**src/rtl/mem_access_pkg.sv**
```systemverilog
// mem_access_pkg
// Shared types and helpers for the LC-3 memory access unit.
//   state_e  : access FSM states (IDLE / ACCESS / DONE)
//   io_addr(): all-ones I/O address for a given address width
package mem_access_pkg;

  typedef enum logic [1:0] {
    IDLE   = 2'd0,
    ACCESS = 2'd1,
    DONE   = 2'd2
  } state_e;

  // All-ones address of width w (1..64); the caller casts to its own width.
  function automatic logic [63:0] io_addr(input int unsigned w);
    return {64{1'b1}} >> (64 - w);
  endfunction

endpackage

```
**src/rtl/mem_access_unit_if.sv**
```systemverilog
// mem_access_unit_if
// Request/response handshake between the control FSM and the memory access
// unit, plus the asynchronous SRAM-style port driven by the unit.
//   req_valid/req_write/req_addr/req_wdata : request from control FSM
//   req_ready                              : unit can accept a request
//   resp_valid/resp_rdata                  : one-cycle completion pulse + MDR
//   mem_addr/mem_wdata/mem_rdata           : SRAM address / write / read data
//   mem_ce_n/mem_oe_n/mem_we_n             : SRAM strobes, active-low
// Modports: slave = the access unit, master = control FSM + SRAM side.
interface mem_access_unit_if #(
  parameter int DATA_W = 16,
  parameter int ADDR_W = 16
);
  logic              req_valid;
  logic              req_write;
  logic [ADDR_W-1:0] req_addr;
  logic [DATA_W-1:0] req_wdata;
  logic              req_ready;
  logic              resp_valid;
  logic [DATA_W-1:0] resp_rdata;
  logic [ADDR_W-1:0] mem_addr;
  logic [DATA_W-1:0] mem_wdata;
  logic [DATA_W-1:0] mem_rdata;
  logic              mem_ce_n;
  logic              mem_oe_n;
  logic              mem_we_n;

  modport slave (
    input  req_valid, req_write, req_addr, req_wdata, mem_rdata,
    output req_ready, resp_valid, resp_rdata,
    output mem_addr, mem_wdata, mem_ce_n, mem_oe_n, mem_we_n
  );

  modport master (
    output req_valid, req_write, req_addr, req_wdata, mem_rdata,
    input  req_ready, resp_valid, resp_rdata,
    input  mem_addr, mem_wdata, mem_ce_n, mem_oe_n, mem_we_n
  );
endinterface

```
**src/rtl/mem_ld_reg.sv**
```systemverilog
// mem_ld_reg
// Parametrised load-enable register with synchronous active-low clear.
//   clk   : clock
//   rst_n : synchronous clear to zero, active-low
//   en    : load d on the rising edge
//   d / q : data in / registered data out
module mem_ld_reg #(
  parameter int W = 16
) (
  input  logic         clk,
  input  logic         rst_n,
  input  logic         en,
  input  logic [W-1:0] d,
  output logic [W-1:0] q
);

  always_ff @(posedge clk) begin
    if (!rst_n)  q <= '0;
    else if (en) q <= d;
  end

endmodule

```
**src/rtl/mem_wait_counter.sv**
```systemverilog
// mem_wait_counter
// Loadable down-counter timing how long a memory strobe is held.
//   clk   : clock
//   rst_n : synchronous clear, active-low
//   load  : load WAIT_CYCLES-1
//   dec   : decrement (saturates at zero)
//   zero  : counter currently equals zero
module mem_wait_counter #(
  parameter int WAIT_CYCLES = 2
) (
  input  logic clk,
  input  logic rst_n,
  input  logic load,
  input  logic dec,
  output logic zero
);

  localparam int CNT_W = (WAIT_CYCLES < 1) ? 1 : $clog2(WAIT_CYCLES + 1);
  localparam logic [CNT_W-1:0] LOAD_VAL = CNT_W'(WAIT_CYCLES - 1);

  logic [CNT_W-1:0] cnt_q;

  always_ff @(posedge clk) begin
    if (!rst_n)                     cnt_q <= '0;
    else if (load)                  cnt_q <= LOAD_VAL;
    else if (dec && (cnt_q != '0))  cnt_q <= cnt_q - CNT_W'(1);
  end

  assign zero = (cnt_q == '0);

endmodule

```
**src/rtl/mem_access_unit.sv**
```systemverilog
// mem_access_unit
// LC-3 memory access unit: owns MAR/MDR, serialises control-FSM requests
// onto an asynchronous SRAM port with WAIT_CYCLES of strobe hold time and
// returns a one-cycle response pulse. Also provides the pause display mux.
// Ports:
//   Clk, Reset  : clock, synchronous active-low reset
//   bus         : mem_access_unit_if.slave (request/response + SRAM port)
//   pause/ir_in : pause display mode, IR value shown while paused
//   disp_addr   : pause ? all-ones : MAR
//   disp_data   : pause ? ir_in : MDR
//   sw_in       : switch inputs (I/O map read)
//   hex_out     : hex-display register (I/O map write)
// Optional feature macro: MEM_ACCESS_IOMAP_EN -- when defined, the all-ones
// address is serviced locally (sw_in / hex_out) without SRAM strobes; when
// undefined every address goes to SRAM and hex_out is tied to zero.
module mem_access_unit
  import mem_access_pkg::*;
#(
  parameter int DATA_W      = 16,
  parameter int ADDR_W      = 16,
  parameter int WAIT_CYCLES = 2
) (
  input  logic              Clk,
  input  logic              Reset,
  mem_access_unit_if.slave  bus,
  input  logic              pause,
  input  logic [DATA_W-1:0] ir_in,
  output logic [ADDR_W-1:0] disp_addr,
  output logic [DATA_W-1:0] disp_data,
  input  logic [DATA_W-1:0] sw_in,
  output logic [DATA_W-1:0] hex_out
);

  state_e            state_q, state_d;
  logic [ADDR_W-1:0] mar_q;
  logic [DATA_W-1:0] mdr_q, mdr_d;
  logic              mar_en, mdr_en, hex_en;
  logic              cnt_load, cnt_dec, cnt_zero;
  logic              write_q, write_nxt;
  logic              io_hit;
  logic              ce_n_q, oe_n_q, we_n_q;

  // Address decode for the local I/O location
`ifdef MEM_ACCESS_IOMAP_EN
  localparam logic [ADDR_W-1:0] IO_ADDR = ADDR_W'(io_addr(ADDR_W));
  assign io_hit = (bus.req_addr == IO_ADDR);

  mem_ld_reg #(.W(DATA_W)) u_hex (
    .clk   (Clk),
    .rst_n (Reset),
    .en    (hex_en),
    .d     (bus.req_wdata),
    .q     (hex_out)
  );
`else
  logic unused_io;
  assign io_hit    = 1'b0;
  assign hex_out   = '0;
  assign unused_io = hex_en;
`endif

  // MAR / MDR
  mem_ld_reg #(.W(ADDR_W)) u_mar (
    .clk   (Clk),
    .rst_n (Reset),
    .en    (mar_en),
    .d     (bus.req_addr),
    .q     (mar_q)
  );

  mem_ld_reg #(.W(DATA_W)) u_mdr (
    .clk   (Clk),
    .rst_n (Reset),
    .en    (mdr_en),
    .d     (mdr_d),
    .q     (mdr_q)
  );

  mem_wait_counter #(.WAIT_CYCLES(WAIT_CYCLES)) u_cnt (
    .clk   (Clk),
    .rst_n (Reset),
    .load  (cnt_load),
    .dec   (cnt_dec),
    .zero  (cnt_zero)
  );

  // FSM state register and latched access direction
  always_ff @(posedge Clk) begin
    if (!Reset) begin
      state_q <= IDLE;
      write_q <= 1'b0;
    end else begin
      state_q <= state_d;
      if (mar_en) write_q <= bus.req_write;
    end
  end

  // Next state and datapath enables
  always_comb begin
    state_d  = state_q;
    mar_en   = 1'b0;
    mdr_en   = 1'b0;
    mdr_d    = bus.req_wdata;
    hex_en   = 1'b0;
    cnt_load = 1'b0;
    cnt_dec  = 1'b0;
    unique case (state_q)
      IDLE: begin
        if (bus.req_valid) begin
          mar_en = 1'b1;
          if (io_hit) begin
            // I/O location completes immediately without touching SRAM
            mdr_en  = 1'b1;
            mdr_d   = bus.req_write ? bus.req_wdata : sw_in;
            hex_en  = bus.req_write;
            state_d = DONE;
          end else begin
            mdr_en   = bus.req_write;
            cnt_load = 1'b1;
            state_d  = ACCESS;
          end
        end
      end
      ACCESS: begin
        if (cnt_zero) begin
          mdr_en  = ~write_q;
          mdr_d   = bus.mem_rdata;
          state_d = DONE;
        end else begin
          cnt_dec = 1'b1;
        end
      end
      DONE:    state_d = IDLE;
      default: state_d = IDLE;
    endcase
  end

  // Strobes are flops fed from the next state, so the SRAM pins never see a
  // combinational path from the request inputs. In IDLE the direction comes
  // straight from the request being accepted.
  assign write_nxt = (state_q == IDLE) ? bus.req_write : write_q;

  always_ff @(posedge Clk) begin
    if (!Reset) begin
      ce_n_q <= 1'b1;
      oe_n_q <= 1'b1;
      we_n_q <= 1'b1;
    end else begin
      ce_n_q <= (state_d != ACCESS);
      oe_n_q <= !((state_d == ACCESS) && !write_nxt);
      we_n_q <= !((state_d == ACCESS) &&  write_nxt);
    end
  end

  assign bus.req_ready  = (state_q == IDLE);
  assign bus.resp_valid = (state_q == DONE);
  assign bus.resp_rdata = mdr_q;
  assign bus.mem_addr   = mar_q;
  assign bus.mem_wdata  = mdr_q;
  assign bus.mem_ce_n   = ce_n_q;
  assign bus.mem_oe_n   = oe_n_q;
  assign bus.mem_we_n   = we_n_q;

  assign disp_addr = pause ? '1 : mar_q;
  assign disp_data = pause ? ir_in : mdr_q;

endmodule

```
**src/flat_wrapper.sv**
```systemverilog
// flat-port wrapper written by rule: the top's interface ports become plain ports
module mem_access_unit_flat import mem_access_pkg::*;
#(
  parameter int DATA_W      = 16,
  parameter int ADDR_W      = 16,
  parameter int WAIT_CYCLES = 2
)
  (Clk, Reset, pause, ir_in, disp_addr, disp_data, sw_in, hex_out, bus_req_valid, bus_req_write, bus_req_addr, bus_req_wdata, bus_mem_rdata, bus_req_ready, bus_resp_valid, bus_resp_rdata, bus_mem_addr, bus_mem_wdata, bus_mem_ce_n, bus_mem_oe_n, bus_mem_we_n);
  mem_access_unit_if #(.DATA_W(DATA_W), .ADDR_W(ADDR_W)) bus_i ();
  input  logic Clk;
  input  logic Reset;
  input  logic pause;
  input  logic [DATA_W-1:0] ir_in;
  output logic [ADDR_W-1:0] disp_addr;
  output logic [DATA_W-1:0] disp_data;
  input  logic [DATA_W-1:0] sw_in;
  output logic [DATA_W-1:0] hex_out;
  input wire logic [$bits(bus_i.req_valid)-1:0] bus_req_valid;
  input wire logic [$bits(bus_i.req_write)-1:0] bus_req_write;
  input wire logic [$bits(bus_i.req_addr)-1:0] bus_req_addr;
  input wire logic [$bits(bus_i.req_wdata)-1:0] bus_req_wdata;
  input wire logic [$bits(bus_i.mem_rdata)-1:0] bus_mem_rdata;
  output wire logic [$bits(bus_i.req_ready)-1:0] bus_req_ready;
  output wire logic [$bits(bus_i.resp_valid)-1:0] bus_resp_valid;
  output wire logic [$bits(bus_i.resp_rdata)-1:0] bus_resp_rdata;
  output wire logic [$bits(bus_i.mem_addr)-1:0] bus_mem_addr;
  output wire logic [$bits(bus_i.mem_wdata)-1:0] bus_mem_wdata;
  output wire logic [$bits(bus_i.mem_ce_n)-1:0] bus_mem_ce_n;
  output wire logic [$bits(bus_i.mem_oe_n)-1:0] bus_mem_oe_n;
  output wire logic [$bits(bus_i.mem_we_n)-1:0] bus_mem_we_n;
  assign bus_i.req_valid = bus_req_valid;
  assign bus_i.req_write = bus_req_write;
  assign bus_i.req_addr = bus_req_addr;
  assign bus_i.req_wdata = bus_req_wdata;
  assign bus_i.mem_rdata = bus_mem_rdata;
  assign bus_req_ready = bus_i.req_ready;
  assign bus_resp_valid = bus_i.resp_valid;
  assign bus_resp_rdata = bus_i.resp_rdata;
  assign bus_mem_addr = bus_i.mem_addr;
  assign bus_mem_wdata = bus_i.mem_wdata;
  assign bus_mem_ce_n = bus_i.mem_ce_n;
  assign bus_mem_oe_n = bus_i.mem_oe_n;
  assign bus_mem_we_n = bus_i.mem_we_n;
  mem_access_unit #(.DATA_W(DATA_W), .ADDR_W(ADDR_W), .WAIT_CYCLES(WAIT_CYCLES)) u_core (.Clk(Clk), .Reset(Reset), .bus(bus_i), .pause(pause), .ir_in(ir_in), .disp_addr(disp_addr), .disp_data(disp_data), .sw_in(sw_in), .hex_out(hex_out));
endmodule
```
**config.mk**
```make
export PLATFORM = sky130hd
export DESIGN_NAME = mem_access_unit_flat
export DESIGN_NICKNAME = d
export VERILOG_FILES = /design/src/rtl/mem_access_pkg.sv /design/src/rtl/mem_access_unit_if.sv /design/src/rtl/mem_ld_reg.sv /design/src/rtl/mem_wait_counter.sv /design/src/rtl/mem_access_unit.sv /design/src/flat_wrapper.sv
export SDC_FILE = /design/constraint.sdc
export NUM_CORES = 1
export LEC_CHECK = 0
export ABC_AREA = 1
export BUFFER_PORTS_ARGS = -buffer_cell sky130_fd_sc_hd__buf_4
export CAP_MARGIN = 0
export CORE_ASPECT_RATIO = 0.75
export CORE_MARGIN = 5
export CORE_UTILIZATION = 35
export CTS_CLUSTER_DIAMETER = 120
export DETAILED_ROUTE_END_ITERATION = 8
export GPL_TIMING_DRIVEN = 0
export PLACE_DENSITY = 0.73
export SETUP_SLACK_MARGIN = 0.1
export SLEW_MARGIN = 25
export SYNTH_ARGS = -nofsm -noshare
export SYNTH_HDL_FRONTEND = slang
export SYNTH_SLANG_ARGS = --single-unit
```
**constraint.sdc**
```tcl
create_clock -name Clk -period 3.4 [get_ports Clk]
set_input_delay 0.34 -clock Clk [delete_from_list [all_inputs] [get_ports Clk]]
set_output_delay 0.34 -clock Clk [all_outputs]
set_load 0.01 [all_outputs]
```
After elaboration in Yosys (flattened, before gate mapping)
Cells that the tools add are included.
Widths: inputs -> output; s select.
{"block": "word_totals", "word_cells": 44, "regBits": 40, "input_bits": 85, "out_inout_bits": 101}
{"block": "op_classes", "n_eq_ne": 4, "n_mux": 17, "add_sub_neg": 1, "reduce_logical": 11, "bitwise_logic": 2}
{"cell": "$mux 16", "count": 4}
{"cell": "$mux 1", "count": 9}
{"cell": "$eq 2x1->1 const B", "count": 2}
{"cell": "$logic_not 2->1", "count": 2}
{"cell": "$mux 2", "count": 2}
{"cell": "$pmux 2 s2", "count": 1}
{"cell": "$reduce_bool 2->1", "count": 2}
{"cell": "$logic_and 1x1->1", "count": 3}
{"cell": "$logic_not 1->1", "count": 3}
{"cell": "$eq 2x2->1 const B", "count": 1}
{"cell": "$ne 2x1->1 const B", "count": 1}
{"cell": "$not 1->1", "count": 2}
{"cell": "$pmux 1 s2", "count": 1}
{"cell": "$reduce_or 2->1", "count": 1}
{"cell": "$sub 2x1->2 const B", "count": 1}

Logic depth before layout (Yosys ltp)
{"block": "depth", "depth_word": 6, "ltp_mapped": 10, "ltp_nobuf": 8}

Hierarchy
From an unflattened synthesis, not the netlist that was laid out.
{"block": "unflattened", "cells_unflattened": 408, "area_unflattened_um2": 2494.9}
{"mod": "mem_ld_reg", "n_inst": 2, "cells_each": 101, "seq_area_each_um2": 320.3, "area_each_um2": 674.4}
{"mod": "mem_access_unit", "n_inst": 1, "cells_each": 188, "seq_area_each_um2": 120.1, "area_each_um2": 1026.0}
{"mod": "mem_wait_counter", "n_inst": 1, "cells_each": 18, "seq_area_each_um2": 40.0, "area_each_um2": 120.1}

Worst setup path after synthesis
Ideal clock, no wire load.
{"block": "synth_timing", "path_type": "input to output", "startpoint": "in pause", "endpoint": "out disp_data[10]", "t_arrival_ns": 1.010, "required_time_ns": 3.060, "setup_slack_ns": 2.050, "path_stages": 4, "n_path_buf": 2, "path_cell_list": "clkbuf_1 -> clkbuf_1 -> nand2_1 -> o21ai_0"}
{"block": "synth_via", "elab_chain_len": 1}
{"element": "start, declared", "line_no": "flat_wrapper.sv:12", "text": "input logic pause;"}
{"element": "$mux 16", "line_no": "mem_access_unit.sv:165", "text": "assign disp_data = pause ? ir_in : mdr_q;"}
{"element": "end, declared", "line_no": "flat_wrapper.sv:15", "text": "output logic [DATA_W-1:0] disp_data;"}
No other way between the ends.

Worst setup path in the final report
{"block": "layout_timing", "startpoint": "in pause", "endpoint": "out disp_data[14]"}
The elaborated chain is that of the path after synthesis.

==> metrics <==
io pins=186; setup ws final=1.64 ns; total gr overflow=0; Worst Path Arrival=1.42 ns; Buffers on Ports=between 150 and 200; Yosys reg bits=40; antenna cells=0; peak supply drop=0.000157 V; residual DRC count=0; minimum hold slack=between 0.3 and 0.4 ns; top post-synthesis cells by area=dfxtp_1 33%, nand2_1 11%, buf_4 11%; Layout area overhead=57.5%; drt wl/cell=13.1 µm; Pre-antenna DRT Iters=4; status=finished clean; routability cong.=0.890; final slew viol count=0; critical path endpoint category=output port; gr usage total=0.177; initial antenna violation count=0; pwr/cell area=~380 nW/µm²; FP Rows=26; crit-path max FO=10; Max-Cap Viols=0; Pwr Total=1.46 mW; Die Y=81.9 µm; leading area contributor after synthesis=dfxtp_1; placed instance area=between 3000 and 4000 µm²; synthesized cell area=2410 µm²; post-CTS setup buffers=0; Worst Skew=approximately 0.006 ns; cell at the root of the clock tree=clkbuf_8; Flop pwr share=0.380; area of all placed cells without fillers=3790 µm²; Place WS=1.60 ns; Non-Filler Instances=621; largest net degree at the start of global routing=12; layout cell share with drive strength beyond 1=0.436; CTS tree=yes; Resize count post-CTS=0; fin crit share=0.518; utilization after layout=0.561; Core ar.=6770 µm²; mean post-synth cell area=6.64 µm²; Initial Utilization=0.356; combinational share of power=0.398; Pleak=between 2 and 2.5 nW; Crit path required time=between 3 and 4 ns; FMAX=0.567 GHz; clock sinks=40; Clock Path Buffers=2; RSZ-0062 raised after global routing=false; detailed router's first-iteration violation count=105; Gate Count Post-Synth=363; Final Hold Vio Count=0; Synth top area share=0.332; first-pass GRT wire length=12.3 mm; CTS buffer count=5; DP Wirelength=6.72 mm; Sw Pwr=0.473 mW; sw frac=0.325; Clk pwr share=0.222; Worst Hold Class=in -> reg; min Tclk post-route=1.76 ns; endpoints failing setup=0; Detail Route Antenna Nets=0; Layout fillers=660; Cell variety after synth=25; Yosys warning count=0; full die area=just under 9000 µm²; final wirelength=8.12 mm; Clk Latency, worst-skew pair=0.29 ns; via/cell ratio=4.34; Pint=between 0.9 and 1 mW; Worst setup SP type=input port; Cells after DPL=613; cts hold-fix bufs=0; nets=622; vias in the first global route=2600; Setup TNS=0 ns; CTS clk-pin slew, worst paths=0.07 ns; critical path class=in -> out; post-synthesis sequential area ratio=0.332; H-tree levels=2; Chip Width=106 µm; via count=2697
power groups by stage:
stage	clock network, mW	logic, mW	registers [mW]
after floorplan	0	0.296	0.577
after global placement	0	0.574	0.562
after detailed placement	0	0.582	0.564
after CTS	0.332	0.583	0.554
after global routing	0.357	0.639	0.560
final	0.324	0.579	0.553
Yosys cell counts (all sizes together):
master and instances:
ha 1, dfxtp 40, clkbuf 9, nand2 79, or2 17, a21oi 1, conb 1, o22ai 1
inv 27, nand4 16, buf 45, nand3b 1, nand3 18, o21ai 34, nor2 73
registers in the layout (all words and copies together) (netlist names):
register / count
u_core.bus.mem_we_n: 1
u_core.bus.mem_oe_n: 1
u_core.state_q: 2
u_core.write_q: 1
u_core.u_mdr.q: 16
u_core.bus.mem_ce_n: 1
u_core.u_mar.q: 16
u_core.u_cnt.cnt_q: 2
placed cells by master (no fill, tap or decap), types with 2 or more instances in the layout:
| cell | count |
|---|---|
| clkbuf_1 | 10 |
| buf_4 | 186 |
| buf_6 | 5 |
| dfxtp_1 | 40 |
| or2_2 | 16 |
| conb_1 | 16 |
| nand2_1 | 73 |
| clkbuf_8 | 6 |
| nand4_1 | 16 |
| nor2_1 | 69 |
| nor2_2 | 2 |
| inv_1 | 23 |
| o21ai_0 | 34 |
| buf_2 | 5 |
| nand3_1 | 17 |
| nand2_2 | 6 |
| inv_2 | 4 |
layer usage:
layer  share of wire  global-route usage  wire length, µm
met1            0.45               0.230             3620
met2            0.48               0.296             3880
met3           0.069              0.0401              561
met4          0.0068              0.0543               55
met5               0                   0                0
critical path, stage by stage:
cell and delay (ns):
clkbuf_1 0.29, clkbuf_1 0.43, o21ai_0 0.18, buf_4 0.17
cell families after synthesis:
logic type / after synthesis / share of synthesized area
buffers and inverters: 81 / 0.199
adders and majority gates: 1 / 0.00519
AOI/OAI and AO/OA: 36 / 0.0753
and+or+nand+nor: 204 / 0.386
DFF: 40 / 0.332
other: 1 / 0.00156
path summary, 6_finish.rpt:
| kind | startpoint | endpoint | slack (ns) | cells past startpoint |
|---|---|---|---|---|
| min reg2reg | u_core.u_cnt.cnt_q[1] | u_core.u_cnt.cnt_q[1] | 0.48 | 2 |
| max | pause | disp_data[14] | 1.64 | 4 |
| min | bus_req_addr[2] | u_core.u_mar.q[2] | 0.31 | 3 |
| max reg2reg | u_core.u_cnt.cnt_q[0] | u_core.u_mdr.q[3] | 1.88 | 9 |
layout make-up:
class | instances | area [µm²] | area share
multi-input combinational | 257 | 1180 | 0.312
timing repair buffer | 151 | 1130 | 0.299
sequential | 40 | 801 | 0.211
buffer | 54 | 379 | 0.0999
tap | 84 | 105 | 0.0277
inverter | 27 | 101 | 0.0267
clock buffer | 8 | 90.1 | 0.0237
Note: power is estimated with default switching activity, not from simulation.
